--- config.mk ---
export PLATFORM = sky130hd
export DESIGN_NAME = reg_bank
export DESIGN_NICKNAME = d
export VERILOG_FILES = /design/src/rtl/reg_bank.sv
export SDC_FILE = /design/constraint.sdc
export NUM_CORES = 2
export LEC_CHECK = 0
export CAP_MARGIN = 10
export CORE_ASPECT_RATIO = 0.5
export CORE_UTILIZATION = 40
export CTS_BUF_LIST = sky130_fd_sc_hd__clkbuf_8 sky130_fd_sc_hd__clkbuf_16
export DETAILED_ROUTE_END_ITERATION = 10
export PLACE_DENSITY = 0.63
export SYNTH_ARGS = -nofsm -noshare
export SYNTH_HDL_FRONTEND = slang
export SYNTH_SLANG_ARGS = --single-unit
--- constraint.sdc ---
create_clock -name clk -period 2.5 [get_ports clk]
set_clock_uncertainty 0.15 [all_clocks]
set_input_delay 0.5 -clock clk [delete_from_list [all_inputs] [get_ports clk]]
set_output_delay 0.5 -clock clk [all_outputs]
set_load 0.01 [all_outputs]
--- src/rtl/reg_bank.sv ---
// KGP-RISC general-purpose register file: 32 x 32-bit, two combinational read ports,
// one synchronous write port, asynchronous active-low clear.
module reg_bank #(
  parameter int unsigned DATA_WIDTH = 32,
  parameter int unsigned ADDR_WIDTH = 5
) (
  input  logic                  clk,
  input  logic                  reset,
  input  logic                  RegWrite,
  input  logic [ADDR_WIDTH-1:0] wrAddr,
  input  logic [DATA_WIDTH-1:0] wrData,
  input  logic [ADDR_WIDTH-1:0] rdAddrA,
  output logic [DATA_WIDTH-1:0] rdDataA,
  input  logic [ADDR_WIDTH-1:0] rdAddrB,
  output logic [DATA_WIDTH-1:0] rdDataB
);

  localparam int unsigned NumRegs = 2 ** ADDR_WIDTH;

  logic [DATA_WIDTH-1:0] regs [NumRegs];

  // Register 0 is ordinary storage; there is no hardwired zero.
  always_ff @(posedge clk or negedge reset) begin
    if (!reset) begin
      for (int i = 0; i < NumRegs; i++) begin
        regs[i] <= '0;
      end
    end else if (RegWrite) begin
      regs[wrAddr] <= wrData;
    end
  end

  // No write bypass: a same-cycle read sees the old value until the edge.
  assign rdDataA = regs[rdAddrA];
  assign rdDataB = regs[rdAddrB];

endmodule

# Word-level counts from Yosys, hierarchy flattened

Index checks and enable logic that the tools add are counted.

Memory bits (writable): 0
Bits in latches: 0
Memories kept: 0
Register bits: 1024
ROM bits: 0

Bitwise operators: 3
$lt $le $gt $ge: 4
$mul: 0
Equal/unequal tests: 0
Reductions and logical operators: 1
Div/mod/pow operators: 0
Add/subtract/negate cells: 0
Mux-type cells: 9
Shift-type cells: 0

Operators by type and width:

| operator                                                              | count |
|---|---|
| 1024-bit bitwise mux                                                  | 1 |
| 32-bit binary-select mux with 5-bit select                            | 2 |
| 32-bit demux with 5-bit select                                        | 1 |
| 32-bit two-way mux                                                    | 5 |
| 6-bit >= comparator (second input constant)                           | 3 |
| 5-bit inverter with 6-bit output                                      | 3 |
| 6-bit by 1-bit < comparator with 1-bit output (second input constant) | 1 |
| 1-bit logical AND                                                     | 1 |

# Longest topological paths before layout

Word-level depth: 6
Mapped depth: 8

# Worst setup path after synthesis

No wires, ideal clock.

Path kind: input -> output
From: input port rdAddrB[1]
To: output port rdDataB[16]
Cell stages on the path: 8
Setup slack: 104 ps
Data arrival time: 1746 ps
Path through: buf_2 > buf_4 > buf_2 > buf_2 > mux2i_1 > nand2_1 > a31oi_1 > nand3_1

Cells in the longest elaborated chain, start to end: 4

Ends and longest elaborated chain:

| element                                                | RTL line | RTL |
|---|---|---|
| from (decl)                                            | 14       | `input logic [ADDR_WIDTH-1:0] rdAddrB,` |
| 5-bit inverter with 6-bit output (implied by the code) | 35       | `assign rdDataB = regs[rdAddrB];` |
| 32-bit binary-select mux with 5-bit select             | 35       |  |
| 32-bit two-way mux (implied by the code) (2 in a row)  | 35       |  |
| to (decl)                                              | 15       | `output logic [DATA_WIDTH-1:0] rdDataB` |

Every way passes these cells. The select of a mux whose other input is x is not followed.

# Final worst setup path

From: input port rdAddrB[1]
To: output port rdDataB[19]

The elaborated chain is that of the path after synthesis.

==> impl_metrics.ini <==
[setup_path]
required_ns = 1.85
path_cells = buf_16 -> buf_16 -> buf_16 -> buf_4 -> mux2i_2 -> a22o_1 -> nor3_2 -> a31oi_2 -> nand3_2 -> buf_6 -> buf_6
critPathMaxFanout = 8
cpPeakStageDelay_ns = 0.24
worst-r2r-cell-count = 3
crit_type = in -> out
rr_startpoint = regs[888]
arrival_ns = 2.27
crit_path_start = rdAddrB[1]
cp_slowest_cell = mux2i_2
start_kind = input pin
critPathCaptureType = primary output
cpMostUsedCell = buf_16

[sta]
hold_viol_final = 0
post-route-period-util = 1.17
final-setup-viol-count = 64
timing.fmax_ghz = 0.343
relSlewSlack = 0.505
slew_violations = 0
worstMarginPinSlew_ns = 0.737
hold_ws_ns = 0.147
timing.final.crit_period_ns = 2.92
tns_ns = -18.14
post-route-worst-setup-slack_ns = -0.419
rsz0062_at_grt = yes

[floorplanning]
die_y_microns = 267
die_x_microns = 532
core_sq_mm = 0.138
rows = 96
initial_core_util = 0.406
dieArea_sq_mm = 0.142
pin_count = 114

[power_and_ir_drop]
ir_worst_vdd_v = 0.000568
p_leak_nw = 33.8
cellPowerDensity_mw_per_mm2 = 707

[status]
status = complete, but fails checks
violations = setup timing

[detailed_routing]
wl_per_cell_microns = 28.9
num_vias = 42900
via_per_inst = 6.10
drt_iter0_drc = 4932
drt_wl_total_microns = 203000
drtAntennaViolNets = 0
firstDrtPassIters = 7
drcViolationCount = 0

[synthesis]
muxShareOfSynthArea = 0.387
synth-xor-area-share = 0
synth-compound-area-share = 0.0698
synth_fa_ha_area_frac = 0
ys_ff_latch = 1024
synth-edff-count = 0
synth_top_family_by_area = multiplexers
yosysTopAreaCellShare = 0.456
netlist_area_sq_mm = 0.0562
postSynthAreaPerCell_sq_um = 12.2
yosys-top-cells-count = dfrtp_1, mux2i_1, mux2_2, nand2_1, nand3_1
synth_ff_type = dfrtp_1
synth_top_area_cell = dfrtp_1
synth.net_count = 4655
synth_area_leaders = dfrtp_1, mux2_2, mux2i_1
yosys_warnings = 0
yosys.area_share.simple = 0.0438
syn_inst = 4605
ys_types = 28
yosysSeqAreaShare = 0.456
async_reset_ff_frac = 1.00

[job]
maxCapViolCount = 0

[global_route]
grtUsageMet3 = 0.0643
grt_pass1_vias = 43500
grt_usage = 0.278
grt_busiest_layer = met2
grt_pass1_wl_microns = 295000
grt_max_degree = 86
met1_usage = 0.400
grt-ovfl-total = 0
met2_usage = 0.416
antenna_found_initial = 3

[clocking]
clock-root-buffer = clkbuf_16
clock_latency_ns = 0.72
clock_sinks = 1024
clockBufferDepth = 3
cts_made_buffers = 102
cts-htree-levels = 3
cts_tree = built
clkTransAtPathRegs_ns = 0.06

[placement]
place_congestion = 0.866
dp_hpwl_microns = 126000
place_area_sq_mm = 0.0635
dpl_worst_slack_ns = -1.42
placed_cells = 6661
port-buffer-count = 113

[final_layout]
final_nets = 5138
final_area_sq_mm = 0.0725
area_delta_synth_final_pct = 28.9
top_regs = regs: 1024 flops
largest_register_ff_count = 1024
finalNonFillerCells = 7038
largest_register = regs
drive_gt1_frac = 0.433
fillers = 11400

[min_path]
hp-class = in -> async
## layer usage
layer | vias up | share of wire
met5 | - | 0.00011
met4 | 4 | 0.031
met3 | 388 | 0.096
met2 | 2023 | 0.43
met1 | 22500 | 0.44
li1 | 18000 | -
## per-stage QoR
stage | util | power, W
2_1_floorplan | - | 0.0289
3_3_place_gp | 0.459 | 0.0326
3_5_place_dp | 0.459 | 0.0332
4_1_cts | 0.517 | 0.0507
5_1_grt | 0.524 | 0.0532
6_report | 0.524 | 0.0513
## report_power, final
group | leakage, nW | internal, W | switching, W
sequential | 13.1 | 0.0198 | 0.00262
clock | 1.83 | 0.00941 | 0.00710
combinational | 18.9 | 0.00660 | 0.00574
## cells in the final DEF, fill, tap and decap left out, types with 8 or more instances in the layout
cell / instances
a21oi_1: 182
a21oi_2: 8
a22o_1: 121
a22oi_1: 177
a22oi_2: 15
a31oi_1: 14
a31oi_2: 28
a31oi_4: 22
buf_12: 209
buf_16: 47
buf_2: 8
buf_4: 336
buf_6: 131
buf_8: 34
bufinv_16: 11
clkbuf_16: 112
clkbuf_8: 24
clkdlybuf4s50_1: 38
clkinv_2: 28
dfrtp_1: 1024
inv_1: 17
mux2_1: 37
mux2_2: 987
mux2i_1: 973
mux2i_2: 42
mux2i_4: 9
nand2_1: 192
nand2_2: 19
nand3_1: 141
nand3_2: 30
nand3_4: 23
nor2_4: 18
nor3_2: 37
nor3_4: 23
## worst max-delay path: cells and delay by family
family          cells  cell delay [ns]
compound gates      2             0.43
mux                 1             0.24
simple gates        2             0.18
buf+inv             6             0.89
## cell families after synthesis
logic type / count (synthesis)
AO/OA/AOI/OAI: 576
buffers and inverters: 444
flip-flops: 1024
multiplexers: 2048
AND/OR/NAND/NOR: 513
## worst paths after layout
check | slack [ns] | endpoint
min in group clk | 0.37 | regs[602]
worst min register to register | 0.37 | regs[602]
max in group asynchronous | 1.12 | regs[13]
worst min-delay path | 0.15 | regs[672]
worst max-delay path | -0.42 | rdDataB[19]
worst max register to register | 1.33 | regs[888]
## layout make-up
cell class / count / area (sq um) / share of cell area
Antenna cell: 1 / 2.50 / 0.0000345
Clock buffer: 128 / 2930 / 0.0404
Clock inverter: 63 / 601 / 0.00828
Multi-Input combinational cell: 3137 / 30100 / 0.416
Sequential cell: 1024 / 25600 / 0.353
Tap cell: 1862 / 2330 / 0.0321
Timing Repair Buffer: 823 / 10900 / 0.150
## timing repair
| action | 4_1_cts | 5_1_grt |
|---|---|---|
| gates resized for setup | 787 | 135 |
| hold buffers | 1 | 0 |
| cloned | 34 | 8 |
| buffers inserted | 142 | 36 |
| pin swaps | 218 | 171 |
| setup endpoints to repair | 64 | 64 |
| hold endpoints to repair | 183 | 0 |
No activity file was read; power rests on OpenSTA's default activity.
